[src/rtl/ttt_pkg.sv]
// Shared encodings, FSM states and win-line masks for the tic-tac-toe engine.
// No ports; imported by ttt_win_detect and ttt_game_engine.
package ttt_pkg;

    localparam logic [1:0] CELL_EMPTY = 2'b00;
    localparam logic [1:0] CELL_X     = 2'b01;
    localparam logic [1:0] CELL_O     = 2'b10;

    localparam logic [1:0] W_NONE = 2'b00;
    localparam logic [1:0] W_X    = 2'b01;
    localparam logic [1:0] W_O    = 2'b10;
    localparam logic [1:0] W_DRAW = 2'b11;

    typedef enum logic [1:0] {
        PLAY  = 2'd0,
        CHECK = 2'd1,
        OVER  = 2'd2
    } state_t;

    // Index 0 is the highest-priority line: rows, cols, main diag, anti diag.
    localparam logic [7:0][8:0] WIN_LINES = {
        9'b001010100,
        9'b100010001,
        9'b100100100,
        9'b010010010,
        9'b001001001,
        9'b111000000,
        9'b000111000,
        9'b000000111
    };

    function automatic logic [1:0] col_of(input logic [3:0] c);
        case (c)
            4'd0, 4'd3, 4'd6: return 2'd0;
            4'd1, 4'd4, 4'd7: return 2'd1;
            default:          return 2'd2;
        endcase
    endfunction

endpackage

[src/rtl/ttt_win_detect.sv]
// Combinational line detector: finds the lowest-indexed complete line of a mark.
// Ports: board (18b), mark (2b) in; hit, line (9b cell mask) out.
module ttt_win_detect
    import ttt_pkg::*;
(
    input  logic [17:0] board,
    input  logic [1:0]  mark,
    output logic        hit,
    output logic [8:0]  line
);

    logic [8:0] own;

    always_comb begin
        own = '0;
        for (int i = 0; i < 9; i++) begin
            own[i] = (board[2*i +: 2] == mark);
        end
        line = '0;
        // Scan downward so the lowest-indexed match is the one kept.
        for (int l = 7; l >= 0; l--) begin
            if ((own & WIN_LINES[l]) == WIN_LINES[l]) begin
                line = WIN_LINES[l];
            end
        end
        hit = |line;
    end

endmodule

[src/rtl/ttt_game_engine.sv]
// Tic-tac-toe game state: board, cursor, turn, win/draw and scores.
// Ports: clk, rst (sync, active low), up/down/left/right/place pulses in;
// board, cursor, turn, game_over, winner, win_line, score_x, score_o out.
// Optional macro TTT_CURSOR_WRAP_EN: cursor wraps instead of saturating.
module ttt_game_engine
    import ttt_pkg::*;
#(
    parameter int SCORE_MAX = 9
) (
    input  logic        clk,
    input  logic        rst,
    input  logic        up,
    input  logic        down,
    input  logic        left,
    input  logic        right,
    input  logic        place,
    output logic [17:0] board,
    output logic [3:0]  cursor,
    output logic        turn,
    output logic        game_over,
    output logic [1:0]  winner,
    output logic [8:0]  win_line,
    output logic [3:0]  score_x,
    output logic [3:0]  score_o
);

    state_t      state_q, state_d;
    logic [17:0] board_q, board_d;
    logic [3:0]  cursor_q, cursor_d;
    logic        turn_q, turn_d;
    logic        starter_q, starter_d;
    logic [1:0]  winner_q, winner_d;
    logic [8:0]  win_line_q, win_line_d;
    logic [3:0]  score_x_q, score_x_d;
    logic [3:0]  score_o_q, score_o_d;
    logic [3:0]  move_count_q, move_count_d;

    logic        hit;
    logic [8:0]  line;
    logic [1:0]  col;

    // In CHECK, turn_q still names the player who just moved.
    ttt_win_detect u_win (
        .board (board_q),
        .mark  (turn_q ? CELL_O : CELL_X),
        .hit   (hit),
        .line  (line)
    );

    assign col = col_of(cursor_q);

    always_comb begin
        state_d      = state_q;
        board_d      = board_q;
        cursor_d     = cursor_q;
        turn_d       = turn_q;
        starter_d    = starter_q;
        winner_d     = winner_q;
        win_line_d   = win_line_q;
        score_x_d    = score_x_q;
        score_o_d    = score_o_q;
        move_count_d = move_count_q;

        unique case (state_q)
            PLAY: begin
                if (place) begin
                    if (board_q[{cursor_q, 1'b0} +: 2] == CELL_EMPTY) begin
                        board_d[{cursor_q, 1'b0} +: 2] = turn_q ? CELL_O : CELL_X;
                        move_count_d = move_count_q + 4'd1;
                        state_d      = CHECK;
                    end
                end else if (up) begin
                    if (cursor_q >= 4'd3) cursor_d = cursor_q - 4'd3;
`ifdef TTT_CURSOR_WRAP_EN
                    else cursor_d = cursor_q + 4'd6;
`endif
                end else if (down) begin
                    if (cursor_q <= 4'd5) cursor_d = cursor_q + 4'd3;
`ifdef TTT_CURSOR_WRAP_EN
                    else cursor_d = cursor_q - 4'd6;
`endif
                end else if (left) begin
                    if (col != 2'd0) cursor_d = cursor_q - 4'd1;
`ifdef TTT_CURSOR_WRAP_EN
                    else cursor_d = cursor_q + 4'd2;
`endif
                end else if (right) begin
                    if (col != 2'd2) cursor_d = cursor_q + 4'd1;
`ifdef TTT_CURSOR_WRAP_EN
                    else cursor_d = cursor_q - 4'd2;
`endif
                end
            end
            CHECK: begin
                if (hit) begin
                    winner_d   = turn_q ? W_O : W_X;
                    win_line_d = line;
                    if (turn_q) begin
                        if (score_o_q < SCORE_MAX[3:0]) score_o_d = score_o_q + 4'd1;
                    end else begin
                        if (score_x_q < SCORE_MAX[3:0]) score_x_d = score_x_q + 4'd1;
                    end
                    state_d = OVER;
                end else if (move_count_q == 4'd9) begin
                    winner_d = W_DRAW;
                    state_d  = OVER;
                end else begin
                    turn_d  = ~turn_q;
                    state_d = PLAY;
                end
            end
            OVER: begin
                if (place) begin
                    board_d      = '0;
                    winner_d     = W_NONE;
                    win_line_d   = '0;
                    move_count_d = '0;
                    cursor_d     = 4'd4;
                    starter_d    = ~starter_q;
                    turn_d       = ~starter_q;
                    state_d      = PLAY;
                end
            end
            default: state_d = PLAY;
        endcase
    end

    always_ff @(posedge clk) begin
        if (!rst) begin
            state_q      <= PLAY;
            board_q      <= '0;
            cursor_q     <= 4'd4;
            turn_q       <= 1'b0;
            starter_q    <= 1'b0;
            winner_q     <= W_NONE;
            win_line_q   <= '0;
            score_x_q    <= '0;
            score_o_q    <= '0;
            move_count_q <= '0;
        end else begin
            state_q      <= state_d;
            board_q      <= board_d;
            cursor_q     <= cursor_d;
            turn_q       <= turn_d;
            starter_q    <= starter_d;
            winner_q     <= winner_d;
            win_line_q   <= win_line_d;
            score_x_q    <= score_x_d;
            score_o_q    <= score_o_d;
            move_count_q <= move_count_d;
        end
    end

    assign board     = board_q;
    assign cursor    = cursor_q;
    assign turn      = turn_q;
    assign game_over = (state_q == OVER);
    assign winner    = winner_q;
    assign win_line  = win_line_q;
    assign score_x   = score_x_q;
    assign score_o   = score_o_q;

endmodule

[config.mk]
export PLATFORM = sky130hd
export DESIGN_NAME = ttt_game_engine
export DESIGN_NICKNAME = d
export VERILOG_FILES = /design/src/rtl/ttt_pkg.sv /design/src/rtl/ttt_win_detect.sv /design/src/rtl/ttt_game_engine.sv
export SDC_FILE = /design/constraint.sdc
export NUM_CORES = 1
export LEC_CHECK = 0
export BUFFER_PORTS_ARGS = -buffer_cell sky130_fd_sc_hd__buf_2
export CAP_MARGIN = 20
export CORE_ASPECT_RATIO = 1.4
export CORE_UTILIZATION = 55
export DETAILED_ROUTE_END_ITERATION = 10
export PLACE_DENSITY = 0.78
export SLEW_MARGIN = 15
export SYNTH_ARGS = -nofsm -noshare
export SYNTH_HDL_FRONTEND = slang
export SYNTH_SLANG_ARGS = --single-unit
[constraint.sdc]
create_clock -name clk -period 6 [get_ports clk]
set_input_delay 0.3 -clock clk [delete_from_list [all_inputs] [get_ports clk]]
set_output_delay 0.3 -clock clk [all_outputs]
set_load 0.01 [all_outputs]
# --- Word-level counts from Yosys, hierarchy flattened ---
# Index checks and enable logic that the tools add are counted.
classes:
  n_addsub: 8
  n_lt_le_gt_ge: 4
  eq_ne: 39
  shifts: 3
  muxes: 46
  bitwise_logic: 2
  n_reduce_logical: 18
ops:
  columns: ["operator", "n"]
  rows:
  - ["$mux W9", 9]
  - ["$mux W18", 3]
  - ["$mux W4", 13]
  - ["$pmux W18 S2", 1]
  - ["$eq A3 B3 Y1 const B", 8]
  - ["$bwmux W18", 1]
  - ["$eq A2 B2 Y1", 9]
  - ["$pmux W9 S2", 1]
  - ["$shift A2 B7 Y18 const A", 1]
  - ["$shiftx A18 B6 Y2", 1]
  - ["$shiftx A2 B7 Y18", 1]
  - ["$add A4 B1 Y4 const B", 4]
  - ["$mux W2", 8]
  - ["$ne A2 B2 Y1 const B", 8]
  - ["$pmux W4 S2", 2]
  - ["$reduce_and A4 Y1", 4]
  - ["$ne A5 B5 Y1 const B", 3]
  - ["$eq A4 B3 Y1 const B", 3]
  - ["$reduce_and A3 Y1", 3]
  - ["$reduce_or A9 Y1", 1]
  - ["$lt A4 B4 Y1 const B", 2]
  - ["$pmux W2 S2", 2]
  - ["$reduce_and A8 Y1", 1]
  - ["$mux W7", 1]
  - ["22 further kinds", 30]
word_totals:
  reg_bits: 49
  output_inout_bits: 43
  wordCells: 130

# --- Depth between registers and ports, before layout ---
# Gate-level depths: netlist of run 1.
logic_depth:
  word_depth: 14
  depth_mapped: 11

# --- By module ---
# Synthesis of run 1 repeated with hierarchy kept, for this count alone.
hier_totals:
  cells_unflattened: 424
  hier_area_um2: 3353.2
by_module_without_submodules:
  columns: ["module", "instances", "cells_per_inst", "area_each_um2", "seq_area_each_um2"]
  rows:
  - ["ttt_game_engine", 1, 337, 2801.4, 980.9]
  - ["ttt_win_detect", 1, 87, 551.8, 0.0]

# --- Least setup slack after synthesis of run 1 ---
# OpenSTA, ideal clock, no wires.
synth_timing:
  kind: "flip-flop to flip-flop"
  startpoint: "register cursor_q[0] (netlist: cursor[0])"
  endpoint: "register cursor_q[2] (netlist: cursor[2])"
  arrival_time_ps: 2544
  setup_slack_ps: 3318
  path_stages_with_launch: 11
  n_path_buf: 2
  path_cell_list: "dfxtp_1 buf_2 buf_1 inv_1 ha_1 mux2_2 o311a_1 o221a_2 o21ai_2 mux2i_1 o21ai_0"
synth_between:
  elab_chain_cells: 8
  elab_cells_between_ends: 32
  cone_classes: "4 x add/sub; 2 x order compare; 10 x eq/ne; 11 x mux; 5 x reduce/logical"
synth_lines:
  columns: ["item", "line_no", "rtl"]
  rows:
  - ["from (decl)", "ttt_game_engine.sv:29", "logic [3:0] cursor_q, cursor_d;"]
  - ["from (signal assigned)", "ttt_game_engine.sv:143", "cursor_q <= cursor_d;"]
  - ["$add A4 B1 Y4", "ttt_game_engine.sv:88", "if (col != 2'd2) cursor_d = cursor_q + 4'd1;"]
  - ["$mux W4", "ttt_game_engine.sv:88", null]
  - ["$mux W4", "ttt_game_engine.sv:87", "end else if (right) begin"]
  - ["$mux W4", "ttt_game_engine.sv:82", "end else if (left) begin"]
  - ["$mux W4", "ttt_game_engine.sv:77", "end else if (down) begin"]
  - ["$mux W4", "ttt_game_engine.sv:72", "end else if (up) begin"]
  - ["$mux W4", "ttt_game_engine.sv:66", "if (place) begin"]
  - ["$pmux W4 S2", "ttt_game_engine.sv:64", "unique case (state_q)"]
# Parallel ways exist; a longest one is shown, timed or not. The select of a mux whose other input is x is not followed.
# A chain may end at the register's enable or synchronous reset.

# --- Worst setup path after layout of run 1 ---
layout_timing:
  startpoint: "register cursor_q[0] (netlist: cursor[0])"
  endpoint: "register board_q[6] (netlist: board[6])"
layout_between:
  elab_chain_cells: 6
  elab_cells_between_ends: 11
  cone_classes: "1 x add/sub; 1 x eq/ne; 3 x shift; 4 x mux; 2 x reduce/logical"
layout_lines:
  columns: ["item", "line_no", "rtl"]
  rows:
  - ["$neg A5 Y7", "ttt_game_engine.sv:68", "board_d[{cursor_q, 1'b0} +: 2] = turn_q ? CELL_O : CELL_X;"]
  - ["$shiftx A2 B7 Y18 or $shift A2 B7 Y18 (tied branches)", "ttt_game_engine.sv:68", null]
  - ["$bwmux W18", "ttt_game_engine.sv:68", null]
  - ["$mux W18", "ttt_game_engine.sv:67", "if (board_q[{cursor_q, 1'b0} +: 2] == CELL_EMPTY) begin"]
  - ["$mux W18", "ttt_game_engine.sv:66", null]
  - ["$pmux W18 S2", "ttt_game_engine.sv:64", null]
  - ["to (signal assigned)", "ttt_game_engine.sv:142", "board_q <= board_d;"]
  - ["to (decl)", "ttt_game_engine.sv:28", "logic [17:0] board_q, board_d;"]
# Parallel ways exist; a longest one is shown, timed or not. The select of a mux whose other input is x is not followed.

==> metrics.md, run 1 <==
| Metric | Value |
|---|---|
| Status | completed |
| Worst EP required | 6.23 ns |
| Final Max Slew Viols | 0 |
| Ys Warns | 0 |
| Number of synthesized flops with an enable pin | 0 |
| Hold_buf cts | 0 |
| Crit-path max FO | 25 |
| Final period utilization | 48.6% |
| CTS buffer count | 5 |
| Clk slew on worst S/H paths | 0.09 ns |
| Final Non-Filler Cells | 516 |
| Most frequent cells in the layout | 56 x nand2_1, 49 x dfxtp_1, 49 x buf_2, 28 x nor2_1, 27 x a21oi_1 |
| Synth Net Count | 432 |
| Vias | 3284 |
| Yosys reg bits | 49 |
| Simple-gate share of the synthesized area | 27.2% |
| Worst-Margin Slew | 0.923 ns |
| Vias in the first global route | 3051 |
| Routed Antenna Nets | 0 |
| WHS Path Cells | 2 |
| 1st-iter DRT viols | 279 |
| Leak | 1.41 nW |
| Ant diodes | 0 |
| Initial antenna violation count | 0 |
| Crit-path leading delay family | compound AO/OA/AOI/OAI gates |
| Max-cap violations | 0 |
| Synth Area in Compound Gates | 26.1% |
| Slowest cell on the critical path | dfxtp_1 |
| Min Tclk post-route | 2.92 ns |
| Std cell rows | 32 |
| DIE HEIGHT | 92.8 um |
| Longest Clk Path Bufs | 2 |
| DRT Pass-1 Iters | 5 |
| Crit end category | flip-flop |
| Layout Skew | 0.00895 ns |
| Power Total | 793 uW |
| R2R depth | 8 |
| # IOs | 50 |
| Commonest non-fill, non-tap cell in the layout | nand2_1 |
| Adder-Cell Fraction of Synth Area | 4.64% |
| Initial Util | 57.7% |
| Buf+Inv Stages, Crit Path | 1 |
| Clk sinks | 49 |
| HP Start | place |
| WP depth | 8 |
| # DRC | 0 |
| Core box area | 5610 sq um |
| FF-to-FF Start | cursor[0]$_SDFFE_PN0P_ |
| P&R area growth vs syn | 9.63% |
| Critical Path Max Stage Delay | 0.85 ns |
| CTS tree | yes |
| # nets final | 466 |
| CP cell instances | inv_1, ha_1, nor2_1, a21oi_1, o21ai_1, a21oi_1, a21oi_1, mux2i_1 |
| Ys async rst share | 0% |
| RSZ-0062 raised after global routing | false |
| Mean Syn Cell Area | 7.83 sq um |
| Worst IR drop on VDD | 0.000105 V |
| Total GRT Usage | 29.2% |
| Max-Slew Margin vs Limit | 38.5% |
| Crit start category | flip-flop |
| Placed Instances | 508 |
| Fmax | 343 MHz |
| Register area share after synthesis | 30.3% |
| Via-per-instance ratio | 6.36 |
| Gate Count Post-Synth | 413 |
| Yosys cell types | 71 |
| Largest net degree at the start of global routing | 30 |
| Clock root buffer | clkbuf_8 |
| Total negative slack | 0 ns |
| Power density over the cells | 224 nW/um^2 |
| Fillers | 527 |
| CP dominant cell by count | a21oi_1 |
| Largest family of logic cells by synthesized area | simple AND/OR/NAND/NOR gates |
| GPL Wtd Cong | 0.978 |
| WP data arrival | 3.15 ns |
| # Post-CTS Setup Buffers | 0 |
| WL final | 8610 um |
| Latest clock arrival within the worst-skew pair | 0.31 ns |
| Worst hold path type | input port to flip-flop |
| Critical path class | flip-flop to flip-flop |
| Area of the mapped netlist | 3240 sq um |
| Final Setup Violations | 0 |
| IO buf count | 49 |
| # resized after CTS | 0 |
| CTS H-Tree Depth | 2 |
| Reg2reg end | board[6]$_SDFFE_PN0P_ |
| R2R Setup Slk | 3.08 ns |
| Top_reg_cell synth | dfxtp_1 |
| First-pass GRT wire length | 14000 um |
| Synth Area in XOR/XNOR | 0.812% |
| WL per Instance | 16.7 um |
| Die width | 66.8 um |
| Post-DP HPWL | 6430 um |
| Die area | 6200 sq um |
| Final Hold Fails | 0 |
| Global route overflow | 0 |
| Layout cell share with drive strength beyond 1 | 16.3% |
| Hold Path End | state_q[1]$_SDFFE_PN0P_ |
| Mux contribution to synthesized area | 5.41% |
[stage by stage]
| stage | hold WS (ns) | instance area, sq um | setup WS [ns] | utilization, % |
|---|---|---|---|---|
| after floorplan | 0.420 | 3240 | 3.32 | - |
| after global placement | 0.441 | 3460 | 3.24 | 61.7 |
| after detailed placement | 0.443 | 3460 | 3.17 | 61.7 |
| after CTS | 0.274 | 3550 | 3.12 | 63.3 |
| after global routing | 0.282 | 3550 | 2.80 | 63.3 |
| final | 0.296 | 3550 | 3.08 | 63.3 |
[synthesized netlist by cell type, types with 4 or more instances]
library cell	instances	share of area (%)
a21oi_1	27	4.2
a22o_1	9	2.4
a31oi_1	6	1.2
and2_1	7	1.4
clkbuf_1	13	1.5
dfxtp_1	49	30
ha_1	12	4.6
inv_1	19	2.2
mux2i_1	13	4.0
nand2_1	56	6.5
nand2b_1	18	3.5
nand3_1	9	1.4
nand3b_1	7	1.6
nand4_1	7	1.4
nor2_1	28	3.2
nor3_1	13	2.0
nor3b_1	6	1.4
o211ai_1	4	0.93
o21ai_0	24	3.7
o22ai_1	5	0.97
o31ai_1	4	0.93
[worst max path at each step]
stage / end / slack (ns) / startpoint
5_1_grt: board[6]$_SDFFE_PN0P_ / 2.80 / cursor[0]$_SDFFE_PN0P_
2_1_floorplan: cursor[2]$_SDFFE_PN1P_ / 3.32 / cursor[0]$_SDFFE_PN0P_
3_3_place_gp: cursor[2]$_SDFFE_PN1P_ / 3.24 / cursor[0]$_SDFFE_PN0P_
6_report: board[6]$_SDFFE_PN0P_ / 3.08 / cursor[0]$_SDFFE_PN0P_
4_1_cts: board[6]$_SDFFE_PN0P_ / 3.12 / cursor[0]$_SDFFE_PN0P_
3_5_place_dp: board[6]$_SDFFE_PN0P_ / 3.17 / cursor[0]$_SDFFE_PN0P_
[worst reg2reg max path: cells and delay by family (launching register included)]
| kind | cells | cell delay (ns) |
|---|---|---|
| flip-flops | 1 | 0.85 |
| AO/OA/AOI/OAI | 4 | 1.03 |
| multiplexers | 1 | 0.23 |
| AND/OR/NAND/NOR | 1 | 0.16 |
| buffers and inverters | 1 | 0.21 |
| adder cells (fa/ha/maj) | 1 | 0.37 |
[registers in the layout, summed over array words and instances (netlist names)]
name / cells
score_x: 4
score_o: 4
turn: 1
starter_q: 1
move_count_q: 4
board: 18
win_line: 9
winner: 2
cursor: 4
state_q: 2
[cells by family (layout without fill, tap and decap cells)]
family | after synthesis | count (layout)
and+or+nand+nor | 171 | 171
DFF | 49 | 49
buffers and inverters | 42 | 77
muxes | 16 | 16
AOI/OAI and AO/OA | 120 | 120
adders and majority gates | 12 | 12
xor gates and xnor gates | 3 | 3
[layer usage]
layer,vias up,track usage (%),wire [um]
met1,1539,33.9,3440
met5,-,0,0
met4,0,16.5,325
met2,138,49.9,4370
met3,35,4.06,476
li1,1572,-,-
[power by group]
group,switching (mW),total (mW),internal (mW)
Clock,0.112,0.195,0.0832
Sequential,0.0395,0.380,0.340
Combinational,0.137,0.219,0.0820
[layout make-up]
cell class	instances	area [sq um]	area share [%]
inverters	20	75.1	2.12
clock inverters	2	13.8	0.388
clock buffers	6	72.6	2.05
well taps	68	85.1	2.40
repair buffers	49	245	6.91
flip-flops and latches	49	981	27.7
multi-input cells	322	2070	58.5
(Power assumes the default switching activity.)
==> run 2: changes to the inputs <==
--- a/config.mk
+++ b/config.mk
@@ -8,9 +8,9 @@
 export BUFFER_PORTS_ARGS = -buffer_cell sky130_fd_sc_hd__buf_2
 export CAP_MARGIN = 20
 export CORE_ASPECT_RATIO = 1.4
-export CORE_UTILIZATION = 55
+export CORE_UTILIZATION = 52
 export DETAILED_ROUTE_END_ITERATION = 10
-export PLACE_DENSITY = 0.78
+export PLACE_DENSITY = 0.77
 export SLEW_MARGIN = 15
 export SYNTH_ARGS = -nofsm -noshare
 export SYNTH_HDL_FRONTEND = slang
==> constraint.sdc (replaced) <==
create_clock -name clk -period 2.61 [get_ports clk]
set_input_delay 0.1305 -clock clk [delete_from_list [all_inputs] [get_ports clk]]
set_output_delay 0.1305 -clock clk [all_outputs]
set_load 0.01 [all_outputs]
==> run 2 against run 1 <==
Worst setup slack lost 2.8 ns. Count of clock-buffer cells in the layout shrank 1. Highest routed layer unchanged. Global-route usage grew 1.1 points. First-iteration DRC count shrank 33%. Clock power grew 150%. Hold slack lost 0.19 ns. Sequential power grew 120%.
==> metrics.md, run 2 (synthesis results as in run 1) <==
| Metric | Value |
|---|---|
| Final Hold Fails | 0 |
| # IOs | 50 |
| Std cell rows | 33 |
| Most frequent cells in the layout | 56 x nand2_1, 49 x buf_2, 48 x dfxtp_1, 28 x nor2_1, 27 x a21oi_1 |
| Layout Skew | 0.0127 ns |
| Final Max Slew Viols | 0 |
| Longest Clk Path Bufs | 2 |
| CP dominant cell by count | a21oi_1 |
| Max-cap violations | 0 |
| Global route overflow | 0 |
| Worst hold path type | input port to flip-flop |
| Critical Path Max Stage Delay | 0.52 ns |
| WL final | 9030 um |
| WP data arrival | 2.61 ns |
| # DRC | 0 |
| Worst EP required | 2.85 ns |
| CTS buffer count | 5 |
| Fillers | 546 |
| Max-Slew Margin vs Limit | 51.0% |
| Reg area | 982 sq um |
| Die area | 6550 sq um |
| Crit-path max FO | 20 |
| Final hold slack | 0.106 ns |
| # resized after CTS | 0 |
| Crit-path leading delay family | multiplexers |
| Placed Instances | 526 |
| Total negative slack | 0 ns |
| RSZ-0062 raised after global routing | false |
| Final period utilization | 91.0% |
| Met3 Use GR | 5.14% |
| Routing usage on met2 | 52.2% |
| WL per Instance | 16.9 um |
| First-pass GRT wire length | 14900 um |
| Routed Antenna Nets | 0 |
| Initial antenna violation count | 0 |
| Clock root buffer | clkbuf_8 |
| CTS tree | yes |
| # nets final | 482 |
| Clk sinks | 49 |
| Worst slack, placed | 0.169 ns |
| Die width | 68.7 um |
| Buf+Inv Stages, Crit Path | 1 |
| Worst IR drop on VDD | 0.000279 V |
| Worst-Margin Slew | 0.726 ns |
| Commonest non-fill, non-tap cell in the layout | nand2_1 |
| Layout cell share with drive strength beyond 1 | 19.6% |
| Vias in the first global route | 3143 |
| Latest clock arrival within the worst-skew pair | 0.31 ns |
| Core box area | 5950 sq um |
| Design Area, Final | 3680 sq um |
| Hold_buf cts | 0 |
| Total GRT Usage | 30.3% |
| DIE HEIGHT | 95.3 um |
| Final core utilization | 61.9% |
| Slowest cell on the critical path | mux4_2 |
| Final Setup Violations | 0 |
| IO buf count | 49 |
| P&R area growth vs syn | 13.7% |
| Busiest grt layer | met2 |
| Setup ws final | 0.234 ns |
| GPL Wtd Cong | 0.949 |
| Final Non-Filler Cells | 534 |
| Power density over the cells | 519 nW/um^2 |
| 1st-iter DRT viols | 186 |
| CP cell instances | buf_4, nor3_1, a21oi_1, mux4_2, a21o_1, a21oi_1, mux2i_1 |
| Min Tclk post-route | 2.38 ns |
| Vias | 3293 |
| Crit start category | flip-flop |
| Clk slew on worst S/H paths | 0.11 ns |
| CTS H-Tree Depth | 2 |
| # Post-CTS Setup Buffers | 0 |
| Initial Util | 54.4% |
| Post-DP HPWL | 6910 um |
| DP Area | 3580 sq um |
| DRT Pass-1 Iters | 4 |
| Power Total | 1.91 mW |
| GR Util met1 | 34.4% |
| Fmax | 421 MHz |
| Crit end category | flip-flop |
| Ant diodes | 0 |
| Area of the multi-input gates | 2070 sq um |
| Status | completed |
| Critical path class | flip-flop to flip-flop |
| Max reg flops | 18 |
| Via-per-instance ratio | 6.17 |
| Largest net degree at the start of global routing | 29 |
| Leak | 1.49 nW |
-- run 2: cell count changes in the layout (fill, tap and decap cells not counted) --
cell | previous run | this run
inv_8 | 0 | 1
buf_4 | 0 | 16
dfxtp_2 | 0 | 1
dfxtp_1 | 49 | 48
clkbuf_1 | 1 | 0
clkinv_2 | 1 | 0
inv_6 | 1 | 0
clkinvlp_4 | 0 | 2
-- run 2: routing by layer --
metal / up-vias / part of all wire (%)
li1: 1600 / -
met1: 1543 / 38
met2: 116 / 51
met3: 34 / 5.5
met4: 0 / 4.7
met5: - / 0
-- run 2: power breakdown --
part | switching (mW) | internal (mW) | total, mW
clock network | 0.285 | 0.195 | 0.480
logic | 0.370 | 0.225 | 0.594
registers | 0.0512 | 0.783 | 0.834
total | 0.705 | 1.20 | 1.91
-- run 2: final cells by class --
| cell class | count | share of cell area [%] |
|---|---|---|
| clock inverters | 3 | 0.714 |
| clock buffers | 5 | 1.87 |
| flip-flops and latches | 49 | 26.7 |
| repair buffers | 65 | 9.93 |
| inverters | 20 | 2.04 |
| well taps | 70 | 2.38 |
| multi-input cells | 322 | 56.4 |
-- run 2: worst register-to-register path, stage by stage (launching register included) --
cell and delay (ns):
dfxtp_1 0.32, buf_4 0.20, nor3_1 0.36, a21oi_1 0.07, mux4_2 0.52, a21o_1 0.28
a21oi_1 0.33, mux2i_1 0.23
-- run 2: worst paths after layout --
check / start / cells past startpoint / slack (ns) / to
worst min register to register: win_line[8]$_SDFFE_PN0P_ / 2 / 0.46 / win_line[8]$_SDFFE_PN0P_
worst max-delay path: cursor[0]$_SDFFE_PN0P_ / 7 / 0.23 / board[2]$_SDFFE_PN0P_
worst min-delay path: place / 2 / 0.11 / state_q[1]$_SDFFE_PN0P_
worst max register to register: cursor[0]$_SDFFE_PN0P_ / 7 / 0.23 / board[2]$_SDFFE_PN0P_
==> run 3: changes to the inputs <==
--- a/config.mk
+++ b/config.mk
@@ -8,9 +8,8 @@
 export BUFFER_PORTS_ARGS = -buffer_cell sky130_fd_sc_hd__buf_2
 export CAP_MARGIN = 20
 export CORE_ASPECT_RATIO = 1.4
-export CORE_UTILIZATION = 52
+export CORE_UTILIZATION = 35
 export DETAILED_ROUTE_END_ITERATION = 10
-export PLACE_DENSITY = 0.77
 export SLEW_MARGIN = 15
 export SYNTH_ARGS = -nofsm -noshare
 export SYNTH_HDL_FRONTEND = slang
==> run 3 against run 2 <==
Clock power is 39% higher. Critical path depth stayed put. First-iteration DRC count is 40% higher. Combinational power is 2% higher. Hold slack better by 0.032 ns. Via count is 1.5% higher. Utilization is 20 points lower. Final area is 2.4% higher. Register-to-register slack worse by 0.06 ns. Largest cell class unchanged. Sequential power hardly changed.
==> metrics.md, run 3 (synthesis results as in run 1) <==
| Metric | Value |
|---|---|
| Status | completed |
| Placed Instances | 561 |
| IO buf count | 49 |
| Internal power | 1.37 mW |
| Longest Clk Path Bufs | 2 |
| DP Area | 3610 sq um |
| Max-cap violations | 0 |
| Final Non-Filler Cells | 569 |
| # IOs | 50 |
| CTS buffer count | 5 |
| Combinational group share of total power | 28.9% |
| # DRC | 0 |
| Max-Slew Margin vs Limit | 58.9% |
| Commonest non-fill, non-tap cell in the layout | nand2_1 |
| Routed Antenna Nets | 0 |
| 1st-iter DRT viols | 261 |
| Final hold slack | 0.137 ns |
| Via-per-instance ratio | 5.87 |
| Most frequent cells in the layout | 56 x nand2_1, 49 x dfxtp_1, 49 x buf_2, 28 x nor2_1, 27 x a21oi_1 |
| Layout cell share with drive strength beyond 1 | 19.3% |
| Post-DP HPWL | 7340 um |
| GPL Wtd Cong | 0.934 |
| Latest clock arrival within the worst-skew pair | 0.30 ns |
| Min Tclk post-route | 2.43 ns |
| Sw Ratio | 35.2% |
| CTS H-Tree Depth | 2 |
| # nets final | 480 |
| WL final | 9680 um |
| Vias in the first global route | 3255 |
| Design Area, Final | 3770 sq um |
| Fmax | 411 MHz |
| WP data arrival | 2.65 ns |
| Total GRT Usage | 20.4% |
| Worst IR drop on VDD | 0.000273 V |
| Initial antenna violation count | 0 |
| Std cell rows | 41 |
| Clock root buffer | clkbuf_16 |
| Worst EP required | 2.83 ns |
| First-pass GRT wire length | 15600 um |
| Power density over the cells | 559 nW/um^2 |
| Die width | 83.3 um |
| Setup ws final | 0.178 ns |
| DIE HEIGHT | 116 um |
| Die area | 9640 sq um |
| WL per Instance | 17.0 um |
| Worst slack, placed | 0.227 ns |
| CTS tree | yes |
| Switch Pwr | 740 uW |
| Fillers | 931 |
| RSZ-0062 raised after global routing | false |
| Vias | 3342 |
| DRT Pass-1 Iters | 5 |
| Total negative slack | 0 ns |
| Final period utilization | 93.2% |
| Sequential share of power | 39.5% |
| Crit-path max FO | 19 |
| Critical path class | flip-flop to flip-flop |
| Layout Skew | 0.0120 ns |
| Clk sinks | 49 |
| Clk slew on worst S/H paths | 0.07 ns |
| Clock Power Share | 31.6% |
| Largest net degree at the start of global routing | 29 |
| Final Setup Violations | 0 |
| Final Hold Fails | 0 |
| Core box area | 8980 sq um |
| Worst hold path type | input port to flip-flop |
| Max reg flops | 18 |
| P&R area growth vs syn | 16.5% |
| Worst-Margin Slew | 0.615 ns |
| Global route overflow | 0 |
| Crit end category | flip-flop |
| Initial Util | 36.0% |
| Ant diodes | 0 |
| Leak | 1.51 nW |
| Crit start category | flip-flop |
| Final Max Slew Viols | 0 |
-- run 3: final timing paths --
kind / startpoint / endpoint / slack (ns) / cells after the start
hold reg to reg: win_line[6]$_SDFFE_PN0P_ / win_line[6]$_SDFFE_PN0P_ / 0.46 / 2
hold / removal: place / state_q[1]$_SDFFE_PN0P_ / 0.14 / 2
setup / recovery: turn$_SDFFE_PN0P_ / win_line[8]$_SDFFE_PN0P_ / 0.18 / 7
setup reg to reg: turn$_SDFFE_PN0P_ / win_line[8]$_SDFFE_PN0P_ / 0.18 / 7
-- run 3: timing repair --
| item | 4_1_cts | 5_1_grt |
|---|---|---|
| endpoints found under the setup margin | 0 | 4 |
| buffers inserted | 0 | 0 |
| gates resized for setup | 0 | 1 |
| hold buffers | 0 | 0 |
-- run 3: cell type report --
cell class | instances | area [sq um] | share of cell area (%)
Inverter | 20 | 75.1 | 1.99
Timing Repair Buffer | 63 | 350 | 9.30
Tap cell | 107 | 134 | 3.55
Clock inverter | 3 | 25.0 | 0.664
Multi-Input combinational cell | 322 | 2080 | 55.1
Sequential cell | 49 | 981 | 26.0
Clock buffer | 5 | 125 | 3.32
-- run 3: power by group through the flow --
stage	clock (mW)	combinational (mW)	sequential, mW
CTS	0.680	0.596	0.830
global placement	0	0.587	0.846
finish	0.666	0.607	0.832
global route	0.709	0.669	0.837
detailed placement	0	0.593	0.848
floorplan	0	0.417	0.844
-- run 3: layer usage --
| metal | track usage (%) | share of wire, % | vias up |
|---|---|---|---|
| met3 | 2.49 | 4.5 | 34 |
| met5 | 0 | 0 | - |
| met1 | 23.4 | 40 | 1578 |
| li1 | - | - | 1602 |
| met2 | 35.8 | 51 | 128 |
| met4 | 13.8 | 5.0 | 0 |
-- run 3: metrics by stage --
step / util [%] / power, mW
5_1_grt: 42.0 / 2.22
3_5_place_dp: 40.3 / 1.44
4_1_cts: 41.9 / 2.11
2_1_floorplan: - / 1.26
6_report: 42.0 / 2.11
3_3_place_gp: 40.3 / 1.43
-- run 3: worst max-delay path, stage by stage, from the launching register on --
cell and delay (ns):
dfxtp_1 0.31, buf_4 0.20, or3b_1 0.42, o22ai_1 0.28
a22oi_2 0.17, o2111a_1 0.32, nor2_2 0.40, mux2i_1 0.25
